File: config.mk
export PLATFORM = sky130hd
export DESIGN_NAME = tf_biquad_mux_flat
export DESIGN_NICKNAME = d
export VERILOG_FILES = /design/src/rtl/tf_biquad_mux_if.sv /design/src/rtl/tf_biquad_mux.sv /design/src/flat_wrapper.sv
export SDC_FILE = /design/constraint.sdc
export NUM_CORES = 2
export LEC_CHECK = 0
export BUFFER_PORTS_ARGS = -buffer_cell sky130_fd_sc_hd__clkbuf_2
export CORE_ASPECT_RATIO = 1.5
export CORE_MARGIN = 2
export CORE_UTILIZATION = 40
export DETAILED_ROUTE_END_ITERATION = 16
export PLACE_DENSITY = 0.54
export SLEW_MARGIN = 20
export SYNTH_ARGS = -nofsm -noshare
export SYNTH_HDL_FRONTEND = slang
export SYNTH_SLANG_ARGS = --single-unit
File: constraint.sdc
create_clock -name clk -period 66.3 [get_ports clk]
set_input_delay 3.315 -clock clk [delete_from_list [all_inputs] [get_ports clk]]
set_output_delay 3.315 -clock clk [all_outputs]
set_load 0.01 [all_outputs]
File: src/rtl/tf_biquad_mux_if.sv
// Sample, result and coefficient-load signals of the multiplexed biquad engine.
interface tf_biquad_mux_if #(
  parameter int unsigned N_CH   = 4,
  parameter int unsigned DATA_W = 18,
  parameter int unsigned COEF_W = 18
) ();
  localparam int unsigned CH_W = (N_CH > 1) ? $clog2(N_CH) : 1;

  logic                     in_valid;
  logic                     in_ready;
  logic [CH_W-1:0]          in_ch;
  logic signed [DATA_W-1:0] in_data;

  logic                     out_valid;
  logic [CH_W-1:0]          out_ch;
  logic signed [DATA_W-1:0] out_data;
  logic                     out_sat;

  logic                     coef_we;
  logic [CH_W-1:0]          coef_ch;
  logic [2:0]               coef_sel;
  logic signed [COEF_W-1:0] coef_data;

  logic                     clear;

  modport master (
    output in_valid, in_ch, in_data, coef_we, coef_ch, coef_sel, coef_data, clear,
    input  in_ready, out_valid, out_ch, out_data, out_sat
  );

  modport slave (
    input  in_valid, in_ch, in_data, coef_we, coef_ch, coef_sel, coef_data, clear,
    output in_ready, out_valid, out_ch, out_data, out_sat
  );
endinterface

File: src/rtl/tf_biquad_mux.sv
// Time-multiplexed direct-form-I biquad: one shared multiplier serves N_CH channels,
// each with its own coefficient set and x/y history. One sample per 7 cycles.
module tf_biquad_mux #(
  parameter int unsigned N_CH      = 4,
  parameter int unsigned DATA_W    = 18,
  parameter int unsigned COEF_W    = 18,
  parameter int unsigned COEF_FRAC = 14,
  parameter int unsigned ACC_W     = 48
) (
  input logic            clk,
  input logic            rst,
  tf_biquad_mux_if.slave bus
);
  localparam int unsigned CH_W   = (N_CH > 1) ? $clog2(N_CH) : 1;
  localparam int unsigned PROD_W = DATA_W + COEF_W;

  localparam logic [CH_W:0]              NumCh    = (CH_W + 1)'(N_CH);
  localparam logic signed [COEF_W-1:0]   CoefOne  = COEF_W'(1) << COEF_FRAC;
  localparam logic signed [ACC_W-1:0]    RndHalf  = ACC_W'(1) << (COEF_FRAC - 1);
  localparam logic signed [ACC_W-1:0]    DataMax  =
    {{(ACC_W - DATA_W + 1){1'b0}}, {(DATA_W - 1){1'b1}}};
  localparam logic signed [ACC_W-1:0]    DataMin  =
    {{(ACC_W - DATA_W + 1){1'b1}}, {(DATA_W - 1){1'b0}}};

  if (ACC_W < DATA_W + COEF_W + 3) begin : g_acc_w_check
    $error("tf_biquad_mux: ACC_W must be at least DATA_W+COEF_W+3");
  end

  typedef enum logic [1:0] {StIdle, StMac, StOut} state_e;

  state_e                   state_q;
  logic [2:0]               cnt_q;
  logic                     in_ready_q;
  logic [CH_W-1:0]          ch_q;
  logic signed [DATA_W-1:0] x_q;
  logic signed [ACC_W-1:0]  acc_q;
  logic signed [COEF_W-1:0] shadow_q [5];

  // Coefficient bank, order b0 b1 b2 a1 a2
  logic signed [COEF_W-1:0] coef_q [N_CH][5];

  logic signed [DATA_W-1:0] x1_q [N_CH];
  logic signed [DATA_W-1:0] x2_q [N_CH];
  logic signed [DATA_W-1:0] y1_q [N_CH];
  logic signed [DATA_W-1:0] y2_q [N_CH];

  logic                     out_valid_q;
  logic [CH_W-1:0]          out_ch_q;
  logic signed [DATA_W-1:0] out_data_q;
  logic                     out_sat_q;

  logic                     accept;
  logic                     in_ch_ok;
  logic                     coef_ok;
  logic signed [COEF_W-1:0] mul_c;
  logic signed [DATA_W-1:0] mul_d;
  logic signed [PROD_W-1:0] prod;
  logic signed [ACC_W-1:0]  prod_ext;
  logic signed [ACC_W-1:0]  acc_d;
  logic signed [ACC_W-1:0]  scaled;
  logic signed [DATA_W-1:0] y_d;
  logic                     sat_d;

  // A clear in the same cycle blocks acceptance
  assign bus.in_ready  = in_ready_q & ~bus.clear;
  assign bus.out_valid = out_valid_q;
  assign bus.out_ch    = out_ch_q;
  assign bus.out_data  = out_data_q;
  assign bus.out_sat   = out_sat_q;

  assign accept   = bus.in_valid & bus.in_ready;
  assign in_ch_ok = {1'b0, bus.in_ch} < NumCh;
  assign coef_ok  = bus.coef_we && ({1'b0, bus.coef_ch} < NumCh) && (bus.coef_sel < 3'd5);

  // Operand select, single MAC step, then round half-up and saturate the final sum
  always_comb begin
    mul_c = shadow_q[0];
    mul_d = x_q;
    unique case (cnt_q)
      3'd0: begin mul_c = shadow_q[0]; mul_d = x_q;        end
      3'd1: begin mul_c = shadow_q[1]; mul_d = x1_q[ch_q]; end
      3'd2: begin mul_c = shadow_q[2]; mul_d = x2_q[ch_q]; end
      3'd3: begin mul_c = shadow_q[3]; mul_d = y1_q[ch_q]; end
      default: begin mul_c = shadow_q[4]; mul_d = y2_q[ch_q]; end
    endcase
    prod     = mul_c * mul_d;
    prod_ext = {{(ACC_W - PROD_W){prod[PROD_W-1]}}, prod};
    // Feedback (a) terms are subtracted
    acc_d    = (cnt_q >= 3'd3) ? acc_q - prod_ext : acc_q + prod_ext;
    scaled   = (acc_d + RndHalf) >>> COEF_FRAC;
    sat_d    = 1'b0;
    if (scaled > DataMax) begin
      y_d   = DataMax[DATA_W-1:0];
      sat_d = 1'b1;
    end else if (scaled < DataMin) begin
      y_d   = DataMin[DATA_W-1:0];
      sat_d = 1'b1;
    end else begin
      y_d   = scaled[DATA_W-1:0];
    end
  end

  // Coefficient bank: writes land immediately in any state; reset gives passthrough
  always_ff @(posedge clk or posedge rst) begin
    if (rst) begin
      for (int c = 0; c < int'(N_CH); c++) begin
        for (int k = 0; k < 5; k++) begin
          coef_q[c][k] <= (k == 0) ? CoefOne : '0;
        end
      end
    end else if (coef_ok) begin
      coef_q[bus.coef_ch][bus.coef_sel] <= bus.coef_data;
    end
  end

  // Engine FSM with registered outputs and per-channel history
  always_ff @(posedge clk or posedge rst) begin
    if (rst) begin
      state_q     <= StIdle;
      cnt_q       <= '0;
      in_ready_q  <= 1'b1;
      ch_q        <= '0;
      x_q         <= '0;
      acc_q       <= '0;
      out_valid_q <= 1'b0;
      out_ch_q    <= '0;
      out_data_q  <= '0;
      out_sat_q   <= 1'b0;
      for (int k = 0; k < 5; k++) shadow_q[k] <= '0;
      for (int c = 0; c < int'(N_CH); c++) begin
        x1_q[c] <= '0;
        x2_q[c] <= '0;
        y1_q[c] <= '0;
        y2_q[c] <= '0;
      end
    end else begin
      out_valid_q <= 1'b0;
      if (bus.clear) begin
        // Abort any in-flight sample; coefficients are kept
        state_q    <= StIdle;
        in_ready_q <= 1'b1;
        cnt_q      <= '0;
        for (int c = 0; c < int'(N_CH); c++) begin
          x1_q[c] <= '0;
          x2_q[c] <= '0;
          y1_q[c] <= '0;
          y2_q[c] <= '0;
        end
      end else begin
        unique case (state_q)
          StIdle: begin
            // Samples for nonexistent channels are consumed and dropped here
            if (accept && in_ch_ok) begin
              ch_q       <= bus.in_ch;
              x_q        <= bus.in_data;
              shadow_q   <= coef_q[bus.in_ch];
              acc_q      <= '0;
              cnt_q      <= '0;
              in_ready_q <= 1'b0;
              state_q    <= StMac;
            end
          end
          StMac: begin
            acc_q <= acc_d;
            cnt_q <= cnt_q + 3'd1;
            if (cnt_q == 3'd4) begin
              out_data_q   <= y_d;
              out_ch_q     <= ch_q;
              out_sat_q    <= sat_d;
              out_valid_q  <= 1'b1;
              x2_q[ch_q]   <= x1_q[ch_q];
              x1_q[ch_q]   <= x_q;
              y2_q[ch_q]   <= y1_q[ch_q];
              y1_q[ch_q]   <= y_d;
              state_q      <= StOut;
            end
          end
          StOut: begin
            state_q    <= StIdle;
            in_ready_q <= 1'b1;
          end
          default: begin
            state_q    <= StIdle;
            in_ready_q <= 1'b1;
          end
        endcase
      end
    end
  end
endmodule

File: src/flat_wrapper.sv
// flat-port wrapper written by rule: the top's interface ports become plain ports
module tf_biquad_mux_flat 
#(
  parameter int unsigned N_CH      = 4,
  parameter int unsigned DATA_W    = 18,
  parameter int unsigned COEF_W    = 18,
  parameter int unsigned COEF_FRAC = 14,
  parameter int unsigned ACC_W     = 48
)
  (clk, rst, bus_in_valid, bus_in_ch, bus_in_data, bus_coef_we, bus_coef_ch, bus_coef_sel, bus_coef_data, bus_clear, bus_in_ready, bus_out_valid, bus_out_ch, bus_out_data, bus_out_sat);
  tf_biquad_mux_if #(.N_CH(N_CH), .DATA_W(DATA_W), .COEF_W(COEF_W)) bus_i ();
  input logic clk;
  input logic rst;
  input wire logic [$bits(bus_i.in_valid)-1:0] bus_in_valid;
  input wire logic [$bits(bus_i.in_ch)-1:0] bus_in_ch;
  input wire logic [$bits(bus_i.in_data)-1:0] bus_in_data;
  input wire logic [$bits(bus_i.coef_we)-1:0] bus_coef_we;
  input wire logic [$bits(bus_i.coef_ch)-1:0] bus_coef_ch;
  input wire logic [$bits(bus_i.coef_sel)-1:0] bus_coef_sel;
  input wire logic [$bits(bus_i.coef_data)-1:0] bus_coef_data;
  input wire logic [$bits(bus_i.clear)-1:0] bus_clear;
  output wire logic [$bits(bus_i.in_ready)-1:0] bus_in_ready;
  output wire logic [$bits(bus_i.out_valid)-1:0] bus_out_valid;
  output wire logic [$bits(bus_i.out_ch)-1:0] bus_out_ch;
  output wire logic [$bits(bus_i.out_data)-1:0] bus_out_data;
  output wire logic [$bits(bus_i.out_sat)-1:0] bus_out_sat;
  assign bus_i.in_valid = bus_in_valid;
  assign bus_i.in_ch = bus_in_ch;
  assign bus_i.in_data = bus_in_data;
  assign bus_i.coef_we = bus_coef_we;
  assign bus_i.coef_ch = bus_coef_ch;
  assign bus_i.coef_sel = bus_coef_sel;
  assign bus_i.coef_data = bus_coef_data;
  assign bus_i.clear = bus_clear;
  assign bus_in_ready = bus_i.in_ready;
  assign bus_out_valid = bus_i.out_valid;
  assign bus_out_ch = bus_i.out_ch;
  assign bus_out_data = bus_i.out_data;
  assign bus_out_sat = bus_i.out_sat;
  tf_biquad_mux #(.N_CH(N_CH), .DATA_W(DATA_W), .COEF_W(COEF_W), .COEF_FRAC(COEF_FRAC), .ACC_W(ACC_W)) u_core (.clk(clk), .rst(rst), .bus(bus_i));
endmodule
After elaboration in Yosys (flattened, before gate mapping):

Index checks and enable logic that the tools add are counted.

* register bits after elaboration: 834
* output and inout bits: 23

* $add $sub $neg: 4
* multipliers: 1
* order comparisons: 11
* equality and inequality tests: 9
* muxes and demuxes: 60
* bitwise operators: 7
* reduce and logical (&&, ||, !) cells: 17

Operators with widths (number)
* 72-bit two-way mux: 12
* 360-bit bitwise mux: 1
* 72-bit bitwise mux: 4
* 90-bit two-way mux: 3
* 18-bit two-way mux: 12
* 90-bit binary-select mux with 2-bit select: 1
* 90-bit demux with 2-bit select: 1
* 18-bit binary-select mux with 2-bit select: 4
* 18-bit case mux with 4 select lines: 2
* 48-bit two-way mux: 2
* 48-bit case mux with 2 select lines: 1
* 18-bit demux with 3-bit select: 1
* 48-bit by 15-bit adder with 48-bit output, second input constant: 1
* 48-bit by 36-bit adder with 48-bit output: 1
* 48-bit by 36-bit subtractor with 48-bit output: 1
* 18-bit demux with 2-bit select: 1
* 18-bit by 18-bit multiplier with 36-bit output: 1
* 34-bit by 18-bit > comparator with 1-bit output, second input constant: 1
* 34-bit by 18-bit less-than comparator with 1-bit output, second input constant: 1
* 3-bit greater-or-equal comparator, second input constant: 3
* 2-bit NOT with 3-bit output: 3
* 3-bit AND reduction: 3
* 2-bit AND reduction: 4
* 1-bit two-way mux: 7
* 26 further kinds: 38

Depth between registers and ports, before layout:

* depth after elaboration: 16
* depth in mapped cells: 55

Least setup slack after synthesis:

No wires, ideal clock.

* path kind: reg2reg
* from: register u_core.ch_q[0]
* to: register u_core.y1_q[37] (netlist bit)
* library setup time: 0.145 ns
* arrival: 13.690 ns
* required time: 66.155 ns
* path slack: 52.466 ns
* stages on the path, launching flop included: 50
* buffers on the path: 9
* path through: dfrtp_1 buf_2 buf_1 buf_1 buf_1 mux4_2 a22oi_1 nand2_1 a221oi_1 clkbuf_1 nor2_1 fa_1 inv_1 fa_1 fa_1 inv_1 fa_1 fa_1 [... 14 more ...] xor2_1 ha_1 clkbuf_1 a21oi_1 o211ai_1 a41o_1 or2_1 a31o_2 or2_2 or4b_1 nor4_1 nand3_1 nor2_1 xnor3_1 buf_4 nand3_2 buf_1 o311ai_1

* longest elaborated chain between the ends: 16

Ends and longest elaborated chain
* from (decl): RTL line tf_biquad_mux.sv:34 `logic [CH_W-1:0] ch_q;`
* from (signal assigned): RTL line tf_biquad_mux.sv:154 `ch_q <= bus.in_ch;`
* 2-bit NOT with 3-bit output (not written as such) (*)
* 18-bit binary-select mux with 2-bit select, on equally long branches
* 18-bit two-way mux, on equally long branches (2 in a row)
* 18-bit case mux with 4 select lines: RTL line tf_biquad_mux.sv:79 `unique case (cnt_q)`
* 18-bit by 18-bit multiplier with 36-bit output: RTL line tf_biquad_mux.sv:86 `prod = mul_c * mul_d;`
* 48-bit by 36-bit adder with 48-bit output / 48-bit by 36-bit subtractor with 48-bit output (equally long branches): RTL line tf_biquad_mux.sv:89 `acc_d = (cnt_q >= 3'd3) ? acc_q - prod_ext : acc_q + prod_ext;`
* 48-bit two-way mux: RTL line tf_biquad_mux.sv:89
* 48-bit by 15-bit adder with 48-bit output: RTL line tf_biquad_mux.sv:90 `scaled = (acc_d + RndHalf) >>> COEF_FRAC;`
* 34-bit by 18-bit less-than comparator with 1-bit output: RTL line tf_biquad_mux.sv:95 `end else if (scaled < DataMin) begin`
* 18-bit two-way mux: RTL line tf_biquad_mux.sv:95
* 18-bit two-way mux: RTL line tf_biquad_mux.sv:92 `if (scaled > DataMax) begin`
* 72-bit bitwise mux (*): RTL line tf_biquad_mux.sv:174 `y1_q[ch_q] <= y_d;`
* 72-bit two-way mux (*): RTL line tf_biquad_mux.sv:166 `if (cnt_q == 3'd4) begin`
* 72-bit two-way mux (*): RTL line tf_biquad_mux.sv:150 `unique case (state_q)`
* 72-bit two-way mux (*): RTL line tf_biquad_mux.sv:138 `if (bus.clear) begin`
* to (signal, indexed assignment): RTL line tf_biquad_mux.sv:174
* to (decl): RTL line tf_biquad_mux.sv:44 `logic signed [DATA_W-1:0] y1_q [N_CH];`

Mark *: on every way between the ends. The rest lies on a longest branch, timed or not. The select of a mux whose other input is x is not followed.
A chain may end at the register's enable or synchronous reset.

Worst setup path after layout:

* from: register u_core.ch_q[1]
* to: register u_core.y1_q[30] (netlist bit)

The elaborated chain is that of the path after synthesis.

==> results.txt <==
number of synthesis warnings = 0
largest net degree at the start of global routing = 158
Top Ports = 71
Setup Fix Bufs, Post-CTS = 0
FFs w/ async S/R, synth = 100%
RSZ-0062 raised after global routing = no
Detailed Routing Iterations Pass 1 = 5
Clk Tree Root Cell = clkbuf_16
Die Y = 452 um
Port Buffers = 70
crit path buf inv count = 7
M1 WL = 62200 um
WL/cell = 24.7 um
placed cell areas = 55900 sq um
clock-pin slew on the worst setup and hold paths = 0.06 ns
share of cells above drive strength 1 = 18.7%
Layout Skew = 0.0578 ns
DR WL met2 = 85500 um
Post-synth EDFFs = 0
worst stage delay on the critical path = 0.85 ns
Post-Syn Area per Cell = 10.9 sq um
TritonCTS buffer count = 88
Rows = 164
post-cts sizing count = 0
gp weighted congestion = 0.956
final WL = 165000 um
core area = 133000 sq um
WL met3 = 5850 um
Required @ worst endpoint = 66.82 ns
CP max stage cell = nand3_1
hold_buf cts = 0
worst-margin pin slew = 1.16 ns
H-tree Lvls = 3
# setup viols final = 0
syn nets = 5456
final net count = 5386
CP arrival = 16.00 ns
Die X = 303 um
overall die area = 137000 sq um
routed vias = 38300
slew margin rel. = 22.2%
CP top delay family = simple AND/OR/NAND/NOR gates
DRC = 0
Final Critical Period = 15.48 ns
CP startpoint kind = register
most common flop cell mapped by yosys = dfrtp_1
Netlist Area Pre-Place = 53600 sq um
worst-skew pair later-pin latency = 0.71 ns
Hold Fails Final Rpt = 0
register area share after synthesis = 38.9%
min-delay worst type = reg -> reg
Max Slew Vio Count = 0
crit-path most repeated cell = fa_1
Avg Vias per Cell = 5.74
crit-path max FO = 85
Routed Antenna Nets = 0
largest area contributor in the netlist = dfrtp_1
initial antenna violation count = 2
outcome = complete, no violations
Setup TNS Final = 0 ns
uppermost routed layer = met4
top-area cell type share of the netlist area = 38.7%
initial core utilization = 40.3%
Synth area leaders = dfrtp_1, fa_1, mux2_2
CTS tree = done
Global Route Usage Sum = 24.5%
FMAX = 64.6 MHz
total gr overflow = 0
first-pass GRT wire length = 254000 um
CTS Sinks = 834
post-synthesis cell type count = 97
area grow syn2layout = 9.82%
critical path class = reg -> reg
FILL cells = 12500
Tcrit/Tclk final = 23.3%
fin area = 58900 sq um
vias in the first global route = 40900
Final HPWL DP = 115000 um
crit end category = register
#FFs+latches synth = 834
maximum clock insertion buffer count = 3
drt initial violations = 2069
Mapped Cells = 4931
Max Cap Viol = 0
## per-layer routing
metal / GRT usage [%] / vias to the layer above
met5: 0 / -
met4: 14.8 / 0
met3: 2.45 / 348
met2: 43.7 / 969
met1: 28.0 / 20000
li1: - / 17000
## Yosys cell counts (all sizes together), types with 16 or more instances
| cell | count |
|---|---|
| dfrtp | 829 |
| nand2 | 757 |
| inv | 395 |
| mux2 | 363 |
| fa | 331 |
| clkbuf | 257 |
| nor2 | 243 |
| a22o | 214 |
| mux4 | 161 |
| ha | 146 |
| a21oi | 118 |
| o21ai | 115 |
| nand3 | 100 |
| xnor2 | 71 |
| o311ai | 69 |
| buf | 64 |
| a22oi | 59 |
| and2 | 49 |
| xor2 | 49 |
| a31oi | 36 |
| nor3 | 36 |
| nand2b | 35 |
| a21o | 28 |
| nand4 | 27 |
| nor2b | 25 |
| o31ai | 25 |
| o211ai | 24 |
| a21boi | 22 |
| and3 | 21 |
| a31o | 18 |
| and4 | 18 |
| mux2i | 17 |
| o21a | 16 |
## cells in the final DEF (no fill, tap or decap), drive strengths merged, types with 28 or more instances in the layout
master  count
mux2      363
a21oi     118
a22o      214
mux4      161
nand2b     35
nor3       36
buf        93
a21o       28
and2       49
inv       400
xnor2      71
nor2      243
xor2       49
dfrtp     829
clkbuf    195
nand2     757
fa        331
a31oi      36
a22oi      59
o21ai     115
ha        146
o311ai     69
nand3     100
## path summary, 6_finish.rpt
| kind | slack (ns) | startpoint | endpoint | depth (start not counted) |
|---|---|---|---|---|
| worst min register to register | 0.47 | u_core.shadow_q[83] | u_core.shadow_q[83] | 2 |
| min in group asynchronous | 2.74 | rst | u_core.x1_q[43] | 2 |
| worst max-delay path | 50.82 | u_core.ch_q[1] | u_core.y1_q[30] | 42 |
| worst min-delay path | 0.47 | u_core.shadow_q[83] | u_core.shadow_q[83] | 2 |
| worst max register to register | 50.82 | u_core.ch_q[1] | u_core.y1_q[30] | 42 |
| max in group asynchronous | 57.69 | rst | u_core.shadow_q[30] | 8 |
## per-stage QoR
stage          util [%]  cells  setup slack, ns  hold WS (ns)
4_1_cts            44.2   6675            51.00         0.477
5_1_grt            44.2   6676            49.98         0.490
6_report           44.2   6678            50.82         0.472
3_3_place_gp       42.0   6514            51.25         0.458
2_1_floorplan         -   4931            39.56         0.445
3_5_place_dp       42.0   6514            51.03         0.463
## final cells by class
class	instances	area (sq um)	share of cell area, %
Multi-Input combinational cell	3381	30300	51.4
Sequential cell	834	20900	35.5
Clock buffer	127	2550	4.33
Tap cell	1743	2180	3.70
Inverter	395	1490	2.53
Timing Repair Buffer	161	1050	1.79
Clock inverter	34	462	0.784
Antenna cell	3	7.51	0.0127
## cells by family after synthesis
kind of cell,share of synthesized area [%]
flops,38.9
mux,14.7
buf+inv,5.16
simple gates,11.5
compound gates,11.9
xor+xnor,2.02
fa+ha+maj,15.8
## worst register-to-register path: cells and delay by family, from the launching register on
family / cells / cell delay (ns)
buf+inv: 7 / 1.97
flops: 1 / 0.71
mux: 2 / 0.74
fa+ha+maj: 8 / 3.49
compound gates: 7 / 2.53
simple gates: 14 / 4.58
xor+xnor: 4 / 1.31
## registers in the layout, summed over array words and instances (netlist names)
name,cells
u_core.x2_q,72
u_core.cnt_q,3
u_core.x1_q,72
u_core.ch_q,2
u_core.shadow_q,90
u_core.acc_q,48
u_core.coef_q,360
u_core.in_ready_q,1
u_core.bus.out_data,18
u_core.bus.out_valid,1
u_core.state_q,2
u_core.bus.out_sat,1
u_core.bus.out_ch,2
u_core.x_q,18
u_core.y2_q,72
u_core.y1_q,72
Power is not shown: default switching activity piles up to over one toggle a cycle in this logic, so the estimate is an artifact.
